$ cat config.mk
export PLATFORM = sky130hd
export DESIGN_NAME = vend_ctrl_multi
export DESIGN_NICKNAME = d
export VERILOG_FILES = /design/src/rtl/vend_ctrl_multi.sv
export SDC_FILE = /design/constraint.sdc
export NUM_CORES = 1
export LEC_CHECK = 0
export ABC_AREA = 1
export BUFFER_PORTS_ARGS = -buffer_cell sky130_fd_sc_hd__buf_4
export CORE_ASPECT_RATIO = 0.7
export CORE_MARGIN = 3
export CORE_UTILIZATION = 60
export DETAILED_ROUTE_END_ITERATION = 12
export GPL_TIMING_DRIVEN = 1
export PLACE_DENSITY = 0.81
export SETUP_SLACK_MARGIN = 0.4
export SLEW_MARGIN = 0
export SYNTH_ARGS = -nofsm -noshare
export SYNTH_HDL_FRONTEND = slang
export SYNTH_SLANG_ARGS = --single-unit
$ cat constraint.sdc
create_clock -name clk -period 5.2 [get_ports clk]
set_input_delay 1.04 -clock clk [delete_from_list [all_inputs] [get_ports clk]]
set_output_delay 1.04 -clock clk [all_outputs]
set_load 0.05 [all_outputs]
$ cat src/rtl/vend_ctrl_multi.sv
// rtl/vend_ctrl_multi.sv - multi-product vending controller with credit, per-product stock and change return
module vend_ctrl_multi #(
  parameter int                           NUM_PROD   = 8,
  parameter int                           SEL_W      = 3,
  parameter int                           CREDIT_W   = 8,
  parameter int                           MAX_CREDIT = 200,
  parameter logic [NUM_PROD*CREDIT_W-1:0] PRICES     = {8'd15, 8'd15, 8'd15, 8'd15,
                                                        8'd30, 8'd20, 8'd7,  8'd10},
  parameter int                           STOCK_W    = 4,
  parameter int                           INIT_STOCK = 5
) (
  input  logic                clk,
  input  logic                reset_n,
  input  logic                coin_valid,
  input  logic [CREDIT_W-1:0] coin_value,
  input  logic                select_valid,
  input  logic [SEL_W-1:0]    select,
  input  logic                cancel,
  input  logic                restock,
  input  logic [SEL_W-1:0]    restock_sel,
  output logic                dispense,
  output logic [SEL_W-1:0]    dispense_id,
  output logic                change_valid,
  output logic [CREDIT_W-1:0] change,
  output logic                refund,
  output logic [CREDIT_W-1:0] credit,
  output logic                busy,
  output logic                coin_reject,
  output logic                sold_out,
  output logic                insufficient
);

  typedef enum logic [1:0] {
    ST_IDLE   = 2'd0,
    ST_CREDIT = 2'd1,
    ST_VEND   = 2'd2,
    ST_RETURN = 2'd3
  } state_e;

  localparam logic [CREDIT_W:0]  MAX_C     = (CREDIT_W+1)'(MAX_CREDIT);
  localparam logic [STOCK_W-1:0] STOCK_MAX = '1;
  localparam logic [STOCK_W-1:0] INIT_S    = STOCK_W'(INIT_STOCK);

  state_e              state_q, state_d;
  logic [CREDIT_W-1:0] credit_q, credit_d;
  logic [SEL_W-1:0]    sel_q, sel_d;
  logic [CREDIT_W-1:0] residual_q, residual_d;
  logic                refund_q, refund_d;
  logic [STOCK_W-1:0]  stock_q [NUM_PROD];
  logic [STOCK_W-1:0]  stock_d [NUM_PROD];
  logic                coin_rej_q, coin_rej_d;
  logic                sold_q, sold_d;
  logic                insuf_q, insuf_d;

  logic [CREDIT_W-1:0] sel_price;
  logic [CREDIT_W-1:0] vend_price;
  logic [STOCK_W-1:0]  sel_stock;
  logic                sel_ok;
  logic [CREDIT_W:0]   coin_sum;

  // Out-of-range indices match no entry, so they read as price 0 / stock 0.
  always_comb begin
    sel_price  = '0;
    sel_stock  = '0;
    vend_price = '0;
    for (int i = 0; i < NUM_PROD; i++) begin
      if (32'(select) == i) begin
        sel_price = PRICES[i*CREDIT_W +: CREDIT_W];
        sel_stock = stock_q[i];
      end
      if (32'(sel_q) == i) begin
        vend_price = PRICES[i*CREDIT_W +: CREDIT_W];
      end
    end
  end

  assign sel_ok   = (32'(select) < NUM_PROD);
  assign coin_sum = {1'b0, credit_q} + {1'b0, coin_value};

  always_comb begin
    state_d    = state_q;
    credit_d   = credit_q;
    sel_d      = sel_q;
    residual_d = residual_q;
    refund_d   = refund_q;
    stock_d    = stock_q;
    coin_rej_d = 1'b0;
    sold_d     = 1'b0;
    insuf_d    = 1'b0;

    unique case (state_q)
      ST_IDLE: begin
        for (int i = 0; i < NUM_PROD; i++) begin
          if (restock && (32'(restock_sel) == i) && (stock_q[i] != STOCK_MAX)) begin
            stock_d[i] = stock_q[i] + STOCK_W'(1);
          end
        end
        if (coin_valid && (coin_value != '0)) begin
          if ({1'b0, coin_value} > MAX_C) begin
            coin_rej_d = 1'b1;
          end else begin
            credit_d = coin_value;
            state_d  = ST_CREDIT;
          end
        end
      end

      // Priority: cancel, then select, then coin; a coin that loses is rejected.
      ST_CREDIT: begin
        if (cancel) begin
          coin_rej_d = coin_valid;
          residual_d = credit_q;
          refund_d   = 1'b1;
          state_d    = ST_RETURN;
        end else if (select_valid) begin
          coin_rej_d = coin_valid;
          if (!sel_ok || (sel_stock == '0)) begin
            sold_d = 1'b1;
          end else if (credit_q < sel_price) begin
            insuf_d = 1'b1;
          end else begin
            sel_d   = select;
            state_d = ST_VEND;
          end
        end else if (coin_valid) begin
          if (coin_sum > MAX_C) begin
            coin_rej_d = 1'b1;
          end else begin
            credit_d = coin_sum[CREDIT_W-1:0];
          end
        end
      end

      ST_VEND: begin
        coin_rej_d = coin_valid;
        for (int i = 0; i < NUM_PROD; i++) begin
          if (32'(sel_q) == i) begin
            stock_d[i] = stock_q[i] - STOCK_W'(1);
          end
        end
        residual_d = credit_q - vend_price;
        refund_d   = 1'b0;
        state_d    = ST_RETURN;
      end

      ST_RETURN: begin
        coin_rej_d = coin_valid;
        credit_d   = '0;
        state_d    = ST_IDLE;
      end

      default: state_d = ST_IDLE;
    endcase
  end

  always_ff @(posedge clk or negedge reset_n) begin
    if (!reset_n) begin
      state_q    <= ST_IDLE;
      credit_q   <= '0;
      sel_q      <= '0;
      residual_q <= '0;
      refund_q   <= 1'b0;
      coin_rej_q <= 1'b0;
      sold_q     <= 1'b0;
      insuf_q    <= 1'b0;
      for (int i = 0; i < NUM_PROD; i++) begin
        stock_q[i] <= INIT_S;
      end
    end else begin
      state_q    <= state_d;
      credit_q   <= credit_d;
      sel_q      <= sel_d;
      residual_q <= residual_d;
      refund_q   <= refund_d;
      coin_rej_q <= coin_rej_d;
      sold_q     <= sold_d;
      insuf_q    <= insuf_d;
      stock_q    <= stock_d;
    end
  end

  // Strobes come straight from state, so reset clears them asynchronously.
  assign dispense     = (state_q == ST_VEND);
  assign dispense_id  = dispense ? sel_q : '0;
  assign change_valid = (state_q == ST_RETURN);
  assign change       = change_valid ? residual_q : '0;
  assign refund       = change_valid & refund_q;
  assign busy         = dispense | change_valid;
  assign credit       = credit_q;
  assign coin_reject  = coin_rej_q;
  assign sold_out     = sold_q;
  assign insufficient = insuf_q;

endmodule

After elaboration in Yosys (flattened, before gate mapping) --
Index checks and enable logic that the tools add are counted.
Operators by class: $add $sub $neg 18, multipliers 0, div/mod/pow operators 0, magnitude comparators 3, eq/ne operators 58, shift-type cells 0, mux-type cells 77, bitwise logic cells 5, reduce and logical (&&, ||, !) cells 39
Operator list (count):
- $mux W8 | 20
- $mux W4 | 28
- $pmux W32 S2 | 1
- $eq A3 B3 Y1 const B | 12
- $add A4 B1 Y4 const B | 8
- $ne A4 B4 Y1 const B | 8
- $sub A4 B1 Y4 const B | 8
- $ne A2 B2 Y1 const B | 15
- $pmux W8 S3 | 1
- $reduce_and A3 Y1 | 8
- $eq A3 B2 Y1 const B | 6
- $logic_and A1 B1 Y1 | 17
- $mux W1 | 16
- $ne A2 B1 Y1 const B | 8
- $pmux W8 S2 | 1
- $mux W2 | 6
- $reduce_and A5 Y1 | 2
- $add A8 B8 Y9 | 1
- $eq A3 B1 Y1 const B | 3
- $gt A9 B8 Y1 const B | 1
- $logic_not A3 Y1 | 3
- $ne A3 B3 Y1 const B | 3
- $gt A8 B8 Y1 const B | 1
- $lt A8 B8 Y1 | 1
- other kinds (18) | 22
Word-level totals: register bits 57, bits in latches 0, bits in writable memories 0, memory bits (read-only) 0, output and inout bits 26, memories kept 0

Logic depth before layout (Yosys ltp) --
word-level depth 15, depth in mapped cells 16, gate-level depth less buffers 15

Worst setup path after synthesis --
No wires, ideal clock.
path kind reg-to-output, start point register state_q[0], end point output port dispense_id[0], data arrival time 2.359 ns, path slack 1.801 ns, cell stages (with the launch flop) 7, buffers on the path 2, cell sequence dfrtp_1 inv_1 ha_1 buf_2 clkbuf_1 nand2_1 inv_1
On the way: cells in the longest elaborated chain, start to end 2
RTL lines:
- start: declaration | line 44 | state_e state_q, state_d;
- start signal: assignment | line 170 | state_q <= state_d;
- $eq A2 B2 Y1 | line 183 | assign dispense = (state_q == ST_VEND);
- via dispense | line 21 | output logic dispense,
- $mux W3 | line 184 | assign dispense_id = dispense ? sel_q : '0;
- end: declaration | line 22 | output logic [SEL_W-1:0] dispense_id,
The timed path passes the listed nets, and every way through them passes these cells.

Final worst setup path --
start point register state_q[0], end point output port busy
On the way: cells in the longest elaborated chain, start to end 2, elaborated cells on any way between the ends 3
RTL lines:
- $eq A2 B2 Y1 (on tied branches) | line 183, 185
- $or A1 B1 Y1 (*) | line 188 | assign busy = dispense | change_valid;
- end: declaration | line 27 | output logic busy,
Every way passes the cells marked *; elsewhere a longest branch is shown, timed or not.

==> flow_metrics.tcl <==
set metrics [dict create \
    outcome "completed" \
    ys_seq_area_share_pct 32.2 \
    yosysWarnings 0 \
    grt_overflow 0 \
    start_kind "flop" \
    vias 4182 \
    nFillCells 563 \
    crit_path_end_kind "output pin" \
    die_x_um 109 \
    numCtsBuffers 9 \
    worstPathArrival_ps 1840 \
    switching_share_pct 52.3 \
    finalSetupViolations 0 \
    worstSetupPathType "reg2out" \
    diodes 0 \
    synth_async_sr_flop_share_pct 100 \
    finalCritPeriodShare_pct 55.5 \
    irDropWorstVdd_mv 0.460 \
    synth_seq_cells 57 \
    portBuffers 45 \
    cts.repair.resized 0 \
    synth_area_per_cell_um2 7.65 \
    grt_max_degree 58 \
    cts_root_buffer "clkbuf_8" \
    viasPerCell 5.69 \
    drtIter0Drc 340 \
    finalClockSkew_ps 6.59 \
    layout_min_cycle_time_ps 2880 \
    antenna_found_initial 0 \
    cp_data_required_time_ps 4160 \
    drv_slew 0 \
    synth_nets 654 \
    synthFlopType "dfrtp_1" \
    htree_num_levels 3 \
    seq_area_um2 1450 \
    postSynthCellCount 587 \
    finalHoldViolations 0 \
    gp_congestion 0.931 \
    area_growth_pct 14.0 \
    ios 46 \
    grt_setup_unrepaired "false" \
    finalSetupTns_ps 0 \
    route.detailed.drc 0 \
    worstPathMaxFanout 23 \
    cts_setup_buffers 0 \
    clock_latency_ps 340 \
    placedCellCount 719 \
    internal_power_mw 1.83 \
    coreArea_um2 7010 \
    hold_buffers 0 \
    initial_utilization_pct 64.1 \
    drive_gt1_share_pct 15.6 \
    grt_pass1_wl_um 18700 \
    hold_path.class "reg2reg" \
    drt-total-wl_um 11100 \
    synthTopCellsByArea "dfrtp_1 (23%), nand2_1 (13%), ha_1 (10%)" \
    combPwrFrac_pct 63.4 \
    cts_tree "built" \
    detail_route.wl_per_cell_um 15.1 \
    dieHeight_um 78.4 \
    synth_cell_types 45 \
    stdcell_count 735 \
    cts_sinks 57 \
    dp_hpwl_um 8610 \
    cellLeakagePower_nw 2.70 \
    maxCapViolCount 0 \
    cts_buffer_depth 2 \
    multi_input_area_um2 2680 \
    path_clk_slew_ps 60 \
    synth_edf_count 0 \
    seqPwrFrac_pct 25.2 \
    grt_use_total_pct 28.1 \
    fmax_mhz 347 \
    r2r_slack_ps 2680 \
    crit_end "busy" \
    p_sw_mw 2.01 \
    worst_hold_slack_ps 484 \
    p_clk_share_pct 11.4 \
    worst_pin_slew_ps 731 \
    slew_headroom_pct 51.2 \
    rows 25 \
    yosysTopAreaCellShare_pct 22.9 \
    grt_pass1_vias 3893 \
    power_density_nw_per_um2 751 \
    critPathLaunch "state_q[0]" \
    dr.pass1.iters 5 \
    final_nets 703 \
    r2r_cells 10 \
    synthesis.area_um2 4490 \
    r2r_end "stock_q[3]" \
    synth_top_area_cell "dfrtp_1" \
    ant_nets 0 \
    reg2reg_from "state_q[0]" \
    power_mw 3.84 \
    dieArea_um2 8570 \
]
synthesized netlist by cell type, types with 3 or more instances:
master    count
a21oi_1      30
nor2_1       33
o211ai_1      3
nor3_1       11
clkbuf_1      3
inv_1        74
xor2_1       26
nand2_1     151
ha_1         37
xnor2_1       3
o21ai_0      34
a211oi_1      7
inv_2         5
o21a_1        4
dfrtp_1      41
dfstp_2      16
nand4_1      22
nand3_1      34
fa_1         10
or2_2         4
o21ai_1       4
cells by family (layout without fill, tap and decap cells):
group | count (synthesis) | in the layout | synth area share, %
and+or+nand+nor | 271 | 271 | 27.6
DFF | 57 | 57 | 32.2
xor gates and xnor gates | 29 | 29 | 5.66
buffers and inverters | 91 | 145 | 8.11
AOI/OAI and AO/OA | 92 | 92 | 11.6
adders and majority gates | 47 | 47 | 14.8
flip-flops by register name (all words and copies together) (netlist names):
register	flops
sel_q	3
credit	8
residual_q	8
refund_q	1
stock_q	32
insufficient	1
coin_reject	1
sold_out	1
state_q	2
through the flow:
stage | setup WS (ps) | utilization [%] | instance area, µm²
4_1_cts | 2330 | 73.0 | 5120
2_1_floorplan | 1800 | - | 4490
3_3_place_gp | 2380 | 70.1 | 4910
6_report | 2320 | 73.0 | 5120
5_1_grt | 2260 | 73.0 | 5120
3_5_place_dp | 2330 | 70.1 | 4910
area by class of cell:
cell class | instances | share of cell area (%)
multi-input combinational | 439 | 52.4
timing repair buffer | 47 | 6.90
inverter | 82 | 6.11
clock buffer | 14 | 3.37
sequential | 57 | 28.3
clock inverter | 2 | 0.685
tap | 94 | 2.30
critical path, stage by stage, from the launching register on:
cell and delay, ps:
dfrtp_1 400, inv_1 100, ha_1 220, buf_4 220, or2_2 360, buf_4 200
cells in the final DEF, fill, tap and decap left out, types with 2 or more instances in the layout:
| master | synthesis | final |
|---|---|---|
| buf_4 | 2 | 47 |
| clkbuf_1 | 3 | 2 |
| fa_1 | 10 | 10 |
| nor4_1 | 2 | 2 |
| nand2_1 | 151 | 151 |
| xnor2_1 | 3 | 3 |
| o211ai_1 | 3 | 3 |
| a21oi_2 | 2 | 2 |
| a211oi_1 | 7 | 7 |
| nand3_1 | 34 | 34 |
| o21ai_0 | 34 | 34 |
| inv_1 | 74 | 74 |
| clkbuf_8 | 0 | 12 |
| nor2_4 | 2 | 2 |
| a21oi_1 | 30 | 30 |
| or2_2 | 4 | 4 |
| a31oi_1 | 2 | 2 |
| nor3_1 | 11 | 11 |
| nand3_2 | 2 | 2 |
| xor2_1 | 26 | 26 |
| dfrtp_1 | 41 | 41 |
| nand4_1 | 22 | 22 |
| dfstp_2 | 16 | 16 |
| nand3b_1 | 2 | 2 |
| o21a_1 | 4 | 4 |
| nor2_1 | 33 | 33 |
| o21ai_1 | 4 | 4 |
| inv_2 | 5 | 5 |
| clkinv_1 | 2 | 2 |
| o22ai_1 | 2 | 2 |
| ha_1 | 37 | 37 |
| nand3_4 | 2 | 2 |
routing by layer:
layer	global-route usage [%]	vias to the layer above	share of wire, %
met5	0	-	0
met3	7.72	11	7.5
li1	-	2043	-
met1	42.5	1985	49
met2	40.0	143	42
met4	6.48	0	0.85
worst min path at each step:
stage	startpoint	end	slack (ps)	depth (start not counted)
after detailed placement	residual_q[7]	residual_q[7]	470	2
final	residual_q[7]	residual_q[7]	480	2
after global routing	residual_q[0]	residual_q[0]	510	2
after floorplan	residual_q[7]	residual_q[7]	450	2
after CTS	residual_q[7]	residual_q[7]	480	2
after global placement	residual_q[0]	residual_q[0]	470	2
power groups by stage:
stage / clock, mW / combinational (mW) / sequential (mW)
floorplan: 0 / 1.77 / 1.00
global placement: 0 / 2.31 / 0.957
detailed placement: 0 / 2.40 / 0.968
CTS: 0.443 / 2.42 / 0.962
global route: 0.469 / 2.76 / 1.00
finish: 0.438 / 2.43 / 0.970
Power figures use the tool's default switching activity.
